### config.mk
export PLATFORM = sky130hd
export DESIGN_NAME = snake_frame_renderer_flat
export DESIGN_NICKNAME = d
export VERILOG_FILES = /design/src/rtl/sga_render_pkg.sv /design/src/rtl/snake_frame_renderer_if.sv /design/src/rtl/render_blink_timer.sv /design/src/rtl/snake_frame_renderer.sv /design/src/flat_wrapper.sv
export SDC_FILE = /design/constraint.sdc
export NUM_CORES = 1
export LEC_CHECK = 0
export ABC_AREA = 1
export BUFFER_PORTS_ARGS = -buffer_cell sky130_fd_sc_hd__buf_2
export CAP_MARGIN = 20
export CORE_ASPECT_RATIO = 0.8
export CORE_MARGIN = 1
export CORE_UTILIZATION = 45
export CTS_CLUSTER_DIAMETER = 30
export DETAILED_ROUTE_END_ITERATION = 10
export GPL_ROUTABILITY_DRIVEN = 1
export PLACE_DENSITY = 0.64
export SYNTH_ARGS = -nofsm -noshare
export SYNTH_HDL_FRONTEND = slang
export SYNTH_SLANG_ARGS = --single-unit
### constraint.sdc
create_clock -name clock -period 1.7 [get_ports clock]
set_input_delay 0 -clock clock [delete_from_list [all_inputs] [get_ports clock]]
set_output_delay 0 -clock clock [all_outputs]
set_load 0.01 [all_outputs]
### src/rtl/sga_render_pkg.sv
// Shared encodings and width helpers for the snake frame renderer,
// its LED matrix driver and benches.
package sga_render_pkg;

  typedef enum logic [2:0] {
    S_IDLE    = 3'd0,
    S_CLEAR   = 3'd1,
    S_READ    = 3'd2,
    S_DRAIN   = 3'd3,
    S_APPLE   = 3'd4,
    S_PUBLISH = 3'd5
  } state_e;

  // Index width for v distinct values; never narrower than one bit.
  function automatic int clog2_min1(input int v);
    return (v < 2) ? 1 : $clog2(v);
  endfunction

  function automatic int cells_f(input int rows, input int cols);
    return rows * cols;
  endfunction

  function automatic int pw_f(input int rows, input int cols);
    return clog2_min1(rows * cols);
  endfunction

  function automatic int lw_f(input int max_len);
    return clog2_min1(max_len + 1);
  endfunction

  function automatic int aw_f(input int max_len);
    return clog2_min1(max_len);
  endfunction

endpackage

### src/rtl/snake_frame_renderer_if.sv
// Request, position-memory and LED-frame signals between the SGA datapath
// and the frame renderer.
interface snake_frame_renderer_if #(
  parameter int ROWS    = 6,
  parameter int COLS    = 6,
  parameter int MAX_LEN = 16
);
  localparam int CELLS = sga_render_pkg::cells_f(ROWS, COLS);
  localparam int PW    = sga_render_pkg::pw_f(ROWS, COLS);
  localparam int LW    = sga_render_pkg::lw_f(MAX_LEN);
  localparam int AW    = sga_render_pkg::aw_f(MAX_LEN);

  logic             render;
  logic [LW-1:0]    snake_size;
  logic [PW-1:0]    apple_pos;
  logic             apple_en;
  logic             blink_en;
  logic [AW-1:0]    pos_addr;
  logic [PW-1:0]    pos_data;
  logic [CELLS-1:0] leds;
  logic             busy;
  logic             done;
  logic             self_hit;
  logic [2:0]       db_state;

  modport master (
    output render, snake_size, apple_pos, apple_en, blink_en, pos_data,
    input  pos_addr, leds, busy, done, self_hit, db_state
  );

  modport slave (
    input  render, snake_size, apple_pos, apple_en, blink_en, pos_data,
    output pos_addr, leds, busy, done, self_hit, db_state
  );
endinterface

### src/rtl/render_blink_timer.sv
// Free-running head-blink timer: phase flips every BLINK_DIV clocks.
module render_blink_timer #(
  parameter int BLINK_DIV = 25000000
) (
  input  logic clock,
  input  logic restart,
  output logic phase_o
);
  localparam int CW = sga_render_pkg::clog2_min1(BLINK_DIV);
  localparam logic [CW-1:0] LAST = CW'(BLINK_DIV - 1);

  logic [CW-1:0] cnt_q, cnt_d;
  logic          phase_q, phase_d;

  always_comb begin
    cnt_d   = cnt_q + 1'b1;
    phase_d = phase_q;
    if (cnt_q == LAST) begin
      cnt_d   = '0;
      phase_d = ~phase_q;
    end
  end

  always_ff @(posedge clock or negedge restart) begin
    if (!restart) begin
      cnt_q   <= '0;
      phase_q <= 1'b0;
    end else begin
      cnt_q   <= cnt_d;
      phase_q <= phase_d;
    end
  end

  assign phase_o = phase_q;
endmodule

### src/rtl/snake_frame_renderer.sv
// Builds a ROWS x COLS LED frame from snake positions plus the apple and
// publishes it atomically, flagging head/body collisions.
module snake_frame_renderer
  import sga_render_pkg::*;
#(
  parameter int ROWS      = 6,
  parameter int COLS      = 6,
  parameter int MAX_LEN   = 16,
  parameter int BLINK_DIV = 25000000
) (
  input  logic                   clock,
  input  logic                   restart,
  snake_frame_renderer_if.slave  bus
);
  localparam int CELLS = cells_f(ROWS, COLS);
  localparam int PW    = pw_f(ROWS, COLS);
  localparam int LW    = lw_f(MAX_LEN);
  localparam int AW    = aw_f(MAX_LEN);
  localparam int PW1   = PW + 1;
  localparam logic [PW:0]   CELLS_W = PW1'(CELLS);
  localparam logic [LW-1:0] MAX_N   = LW'(MAX_LEN);

  function automatic logic in_range(input logic [PW-1:0] p);
    return {1'b0, p} < CELLS_W;
  endfunction

  state_e           state_q;
  logic [LW-1:0]    n_q;
  logic [PW-1:0]    apple_q;
  logic             apple_en_q;
  logic [AW-1:0]    idx_q;
  logic [AW-1:0]    pos_addr_q;
  logic             first_q;
  logic [PW-1:0]    head_q;
  logic             hit_q;
  logic [CELLS-1:0] work_q;
  logic             busy_q, done_q, self_hit_q;

  logic [CELLS-1:0] frame_q, frame_d, leds_q, leds_d;
  logic [PW-1:0]    phead_q, phead_d;
  logic             pblink_q, pblink_d;
  logic             phase;

  logic          seg_vld, last_idx, head_blinkable;
  logic [LW-1:0] idx_ext;

  render_blink_timer #(.BLINK_DIV(BLINK_DIV)) u_blink (
    .clock   (clock),
    .restart (restart),
    .phase_o (phase)
  );

  // Read data trails the address by one cycle: READ cycle 0 has nothing yet,
  // DRAIN catches the final segment.
  assign idx_ext  = LW'(idx_q);
  assign last_idx = (idx_ext == n_q - LW'(1));
  assign seg_vld  = (state_q == S_READ && idx_q != '0) || (state_q == S_DRAIN);

  assign head_blinkable = (n_q != '0) && in_range(head_q) &&
                          !(apple_en_q && apple_q == head_q);

  always_ff @(posedge clock or negedge restart) begin
    if (!restart) begin
      state_q    <= S_IDLE;
      n_q        <= '0;
      apple_q    <= '0;
      apple_en_q <= 1'b0;
      idx_q      <= '0;
      pos_addr_q <= '0;
      first_q    <= 1'b0;
      head_q     <= '0;
      hit_q      <= 1'b0;
      work_q     <= '0;
      busy_q     <= 1'b0;
      done_q     <= 1'b0;
      self_hit_q <= 1'b0;
    end else begin
      done_q <= 1'b0;
      unique case (state_q)
        S_IDLE: if (bus.render) begin
          state_q    <= S_CLEAR;
          busy_q     <= 1'b1;
          n_q        <= (bus.snake_size > MAX_N) ? MAX_N : bus.snake_size;
          apple_q    <= bus.apple_pos;
          apple_en_q <= bus.apple_en;
        end
        S_CLEAR: begin
          work_q     <= '0;
          hit_q      <= 1'b0;
          idx_q      <= '0;
          pos_addr_q <= '0;
          first_q    <= 1'b1;
          state_q    <= (n_q == '0) ? S_APPLE : S_READ;
        end
        S_READ: begin
          if (last_idx) begin
            state_q <= S_DRAIN;
          end else begin
            idx_q      <= idx_q + 1'b1;
            pos_addr_q <= idx_q + 1'b1;
          end
        end
        S_DRAIN: state_q <= S_APPLE;
        S_APPLE: begin
          if (apple_en_q && in_range(apple_q)) work_q[apple_q] <= 1'b1;
          state_q <= S_PUBLISH;
        end
        S_PUBLISH: begin
          busy_q     <= 1'b0;
          done_q     <= 1'b1;
          self_hit_q <= hit_q;
          state_q    <= S_IDLE;
        end
        default: state_q <= S_IDLE;
      endcase

      if (seg_vld) begin
        first_q <= 1'b0;
        if (first_q) head_q <= bus.pos_data;
        if (in_range(bus.pos_data)) begin
          work_q[bus.pos_data] <= 1'b1;
          if (!first_q && bus.pos_data == head_q) hit_q <= 1'b1;
        end
      end
    end
  end

  // leds follows the frame being published this cycle so it lands with done.
  always_comb begin
    frame_d  = frame_q;
    phead_d  = phead_q;
    pblink_d = pblink_q;
    if (state_q == S_PUBLISH) begin
      frame_d  = work_q;
      phead_d  = head_q;
      pblink_d = head_blinkable;
    end
    leds_d = frame_d;
    if (bus.blink_en && !phase && pblink_d) leds_d[phead_d] = 1'b0;
  end

  always_ff @(posedge clock or negedge restart) begin
    if (!restart) begin
      frame_q  <= '0;
      phead_q  <= '0;
      pblink_q <= 1'b0;
      leds_q   <= '0;
    end else begin
      frame_q  <= frame_d;
      phead_q  <= phead_d;
      pblink_q <= pblink_d;
      leds_q   <= leds_d;
    end
  end

  assign bus.pos_addr = pos_addr_q;
  assign bus.leds     = leds_q;
  assign bus.busy     = busy_q;
  assign bus.done     = done_q;
  assign bus.self_hit = self_hit_q;
  assign bus.db_state = state_q;
endmodule

### src/flat_wrapper.sv
// flat-port wrapper written by rule: the top's interface ports become plain ports
module snake_frame_renderer_flat import sga_render_pkg::*;
#(
  parameter int ROWS      = 6,
  parameter int COLS      = 6,
  parameter int MAX_LEN   = 16,
  parameter int BLINK_DIV = 25000000
)
  (clock, restart, bus_render, bus_snake_size, bus_apple_pos, bus_apple_en, bus_blink_en, bus_pos_data, bus_pos_addr, bus_leds, bus_busy, bus_done, bus_self_hit, bus_db_state);
  snake_frame_renderer_if #(.ROWS(ROWS), .COLS(COLS), .MAX_LEN(MAX_LEN)) bus_i ();
  input  logic clock;
  input  logic restart;
  input wire logic [$bits(bus_i.render)-1:0] bus_render;
  input wire logic [$bits(bus_i.snake_size)-1:0] bus_snake_size;
  input wire logic [$bits(bus_i.apple_pos)-1:0] bus_apple_pos;
  input wire logic [$bits(bus_i.apple_en)-1:0] bus_apple_en;
  input wire logic [$bits(bus_i.blink_en)-1:0] bus_blink_en;
  input wire logic [$bits(bus_i.pos_data)-1:0] bus_pos_data;
  output wire logic [$bits(bus_i.pos_addr)-1:0] bus_pos_addr;
  output wire logic [$bits(bus_i.leds)-1:0] bus_leds;
  output wire logic [$bits(bus_i.busy)-1:0] bus_busy;
  output wire logic [$bits(bus_i.done)-1:0] bus_done;
  output wire logic [$bits(bus_i.self_hit)-1:0] bus_self_hit;
  output wire logic [$bits(bus_i.db_state)-1:0] bus_db_state;
  assign bus_i.render = bus_render;
  assign bus_i.snake_size = bus_snake_size;
  assign bus_i.apple_pos = bus_apple_pos;
  assign bus_i.apple_en = bus_apple_en;
  assign bus_i.blink_en = bus_blink_en;
  assign bus_i.pos_data = bus_pos_data;
  assign bus_pos_addr = bus_i.pos_addr;
  assign bus_leds = bus_i.leds;
  assign bus_busy = bus_i.busy;
  assign bus_done = bus_i.done;
  assign bus_self_hit = bus_i.self_hit;
  assign bus_db_state = bus_i.db_state;
  snake_frame_renderer #(.ROWS(ROWS), .COLS(COLS), .MAX_LEN(MAX_LEN), .BLINK_DIV(BLINK_DIV)) u_core (.clock(clock), .restart(restart), .bus(bus_i));
endmodule
==> impl_metrics.csv <==
group,metric,value,unit
synthesis,ys_async_sr_fraction,100,%
synthesis,synth-seq-area-share,51.4,%
worst_setup_path,cp-start-kind,"flip-flop",
timing,hold_viol_final,0,
synthesis,synth_warnings,0,
detailed_routing,first_iter_violations,539,
placed_design,port-buffer-count,67,
synthesis,synth_top_area_cell,"dfrtp_1",
synthesis,synth-edff-count,0,
floorplan,io_pins,68,
synthesis,synth_area,8330,um2
detailed_routing,antenna_left,0,
worst_setup_path,reg2reg_slack,-6,ps
global_route,grt_pass1_wl,36300,um
synthesis,ys_ff_latch,171,
global_route,grt_start_max_net_pins,50,
worst_setup_path,end_kind,"flip-flop",
placed_design,place_ws,-61.9,ps
global_route,grt_antenna_before_repair,0,
synthesis,avgSynthCellArea,8.10,um2
clocking,clockRootBuffer,"clkbuf_16",
detailed_routing,drt_pass1_iterations,5,
detailed_routing,dr_wl_met2,10100,um
floorplan,num_rows,44,
hold_path,worstHoldPathType,"in -> reg",
synthesis,synth_top_area_share,51.4,%
synthesis,synth_cell_type_count,34,
global_route,grt_pass1_vias,6808,
timing,rsz0062_at_grt,"yes",
worst_setup_path,cp_max_fo,7,
timing,skew,15.3,ps
floorplan,die_w,154,um
detailed_routing,drc,0,
detailed_routing,top_layer,"met4",
timing,finalSetupTns,-9.02,ps
detailed_routing,via_per_inst,5.21,
worst_setup_path,crit_required,2020,ps
floorplan,die_area,19100,um2
pwr,vdd_drop_max,0.810,mV
final_layout,antenna_cells,0,
run_status,violations,"setup timing",
clocking,cts_buffers,17,
final_layout,drive_gt1_share,29.1,%
detailed_routing,routed_wl,23500,um
detailed_routing,routed-via-count,7514,
detailed_routing,wl_per_cell,16.3,um
timing,finalCritPeriodShare,100,%
worst_setup_path,crit_arrival,2020,ps
global_route,grt-ovfl-total,0,
synthesis,netlist_instances,1028,
clocking,htree_levels,4,
timing,period_needed,1710,ps
clocking,clk_latency,440,ps
floorplan,die_y,124,um
job,maxCapViolCount,0,
clocking,cts.clk_slew.worst_paths,70,ps
clocking,tritoncts,"built",
timing,maxSlewHeadroom,65.0,%
placed_design,dp.cells,1380,
pwr,p_leak,5.50,nW
floorplan,start_util,46.0,%
timing,max_freq,586,MHz
final_layout,fin_cells,1441,
timing,worstMarginPinSlew,521,ps
final_layout,nets,1224,
synthesis,ys_top_cells_by_count,"233 x nand2_1, 171 x dfrtp_1, 137 x nor2_1, 121 x inv_1, 81 x o21ai_0",
final_layout,final.fill_count,1588,
timing,slew_viol_final,0,
timing,setup_ws,-5.57,ps
detailed_routing,met1_length,11500,um
detailed_routing,wl_met3,1590,um
synthesis,synth_most_common_cell,"nand2_1",
global_route,grt_usage,25.0,%
synthesis,ys_top_cells_by_area,"dfrtp_1 51%, nand2_1 11%, nor2_1 6.2%",
synthesis,synthesis.nets,1054,
synthesis,ys.flop_type,"dfrtp_1",
floorplan,core,18100,um2
placed_design,hpwl,16700,um
pwr,pwr_density_cell,1720,nW/um2
timing,setup_viol,3,
worst_setup_path,crit_type,"reg -> reg",
run_status,outcome,"complete, but fails checks",
placed_design,place_congestion,0.907,
clocking,cts_sinks,171,
final_layout,area_delta_synth_final,31.4,%
clocking,clk_path_buf_depth,2,
## critical path, cell delays in order (launching register included)
cell and delay (ps):
dfrtp_1 410, buf_6 140, nor2_4 200, and3_4 230, nand2_4 70, nand2_8 100, nand2_8 110, clkbuf_16 200
nand2_2 50, nand2_1 40
## stage by stage
| step | power, mW | utilization [%] | instance area [um2] | hold slack (ps) |
|---|---|---|---|---|
| after floorplan | 10.5 | - | 8330 | -296 |
| after global placement | 13.3 | 52.5 | 9520 | -19.6 |
| after detailed placement | 13.4 | 52.5 | 9520 | -23.8 |
| after CTS | 17.5 | 57.1 | 10300 | 26.1 |
| after global routing | 20.1 | 60.4 | 10900 | 70.8 |
| final | 18.8 | 60.4 | 10900 | 58.5 |
## cell families after synthesis
family	after synthesis	synth area share [%]
fa+ha+maj	4	0.601
flops	171	51.4
xor+xnor	28	2.95
buf+inv	159	7.75
compound gates	133	9.26
simple gates	533	28.0
## layout by cell type (no fill, tap or decap), types with 7 or more instances in the layout
cell,synthesis,routed
xnor2_1,7,7
inv_1,121,116
nor2_2,0,12
nand3_2,1,8
nor3_1,18,18
dfrtp_1,171,169
nand2_1,233,163
a22oi_1,31,31
nand2_2,1,53
nand3_1,78,69
buf_4,3,70
dlygate4sd3_1,0,19
nor2_4,1,7
or2_2,37,37
o21ai_0,81,78
clkbuf_16,0,20
nand4_1,18,18
buf_2,12,66
xor2_1,21,21
nand2_4,0,16
nor2_1,137,120
inv_2,4,10
buf_6,3,17
## where the power goes
part	total (mW)	internal (mW)	switching, mW	leakage, nW
clock network	3.93	2.25	1.68	0.278
registers	6.02	5.41	0.613	2.18
logic	8.87	3.61	5.26	3.04
## final timing paths
path                       cells past startpoint                   to                    from
setup / recovery                               9  u_core.bus.leds[21]  u_core.bus.db_state[1]
setup reg to reg                               9  u_core.bus.leds[21]  u_core.bus.db_state[1]
hold reg to reg                                2      u_core.bus.busy         u_core.bus.busy
min in group asynchronous                      2  u_core.bus.leds[24]                 restart
hold / removal                                 5    u_core.work_q[32]         bus_pos_data[0]
max in group asynchronous                      3   u_core.frame_q[21]                 restart
## cell type report
| cell class | count | area (um2) | area share (%) |
|---|---|---|---|
| timing repair buffer | 182 | 1450 | 13.2 |
| multi-input combinational | 699 | 3850 | 35.2 |
| inverter | 127 | 477 | 4.36 |
| sequential | 171 | 4280 | 39.1 |
| clock inverter | 13 | 143 | 1.30 |
| clock buffer | 19 | 453 | 4.14 |
| tap | 230 | 288 | 2.63 |
## metal layers
layer / vias up / global-route usage [%]
met5: - / 0
met4: 0 / 7.12
met3: 27 / 4.94
met2: 249 / 35.6
met1: 3591 / 38.3
li1: 3647 / -
## sequential cells by signal, indices dropped and copies added, names as in the netlist
signal                  count
u_core.u_blink.phase_o      1
u_core.first_q              1
u_core.pblink_q             1
u_core.head_q               6
u_core.bus.leds            36
u_core.hit_q                1
u_core.work_q              36
u_core.n_q                  5
u_core.bus.self_hit         1
u_core.apple_q              6
u_core.idx_q                4
u_core.frame_q             36
u_core.u_blink.cnt_q       25
u_core.apple_en_q           1
u_core.bus.db_state         3
u_core.bus.busy             1
u_core.bus.done             1
u_core.phead_q              6
## repair_timing
action	4_1_cts	5_1_grt
endpoints found under the setup margin	40	95
buffers inserted	1	4
resized for setup	8	148
hold endpoints to repair	195	0
gates cloned	1	4
hold buffers	19	0
pin swaps	1	35
No activity file was read; power rests on OpenSTA's default activity.
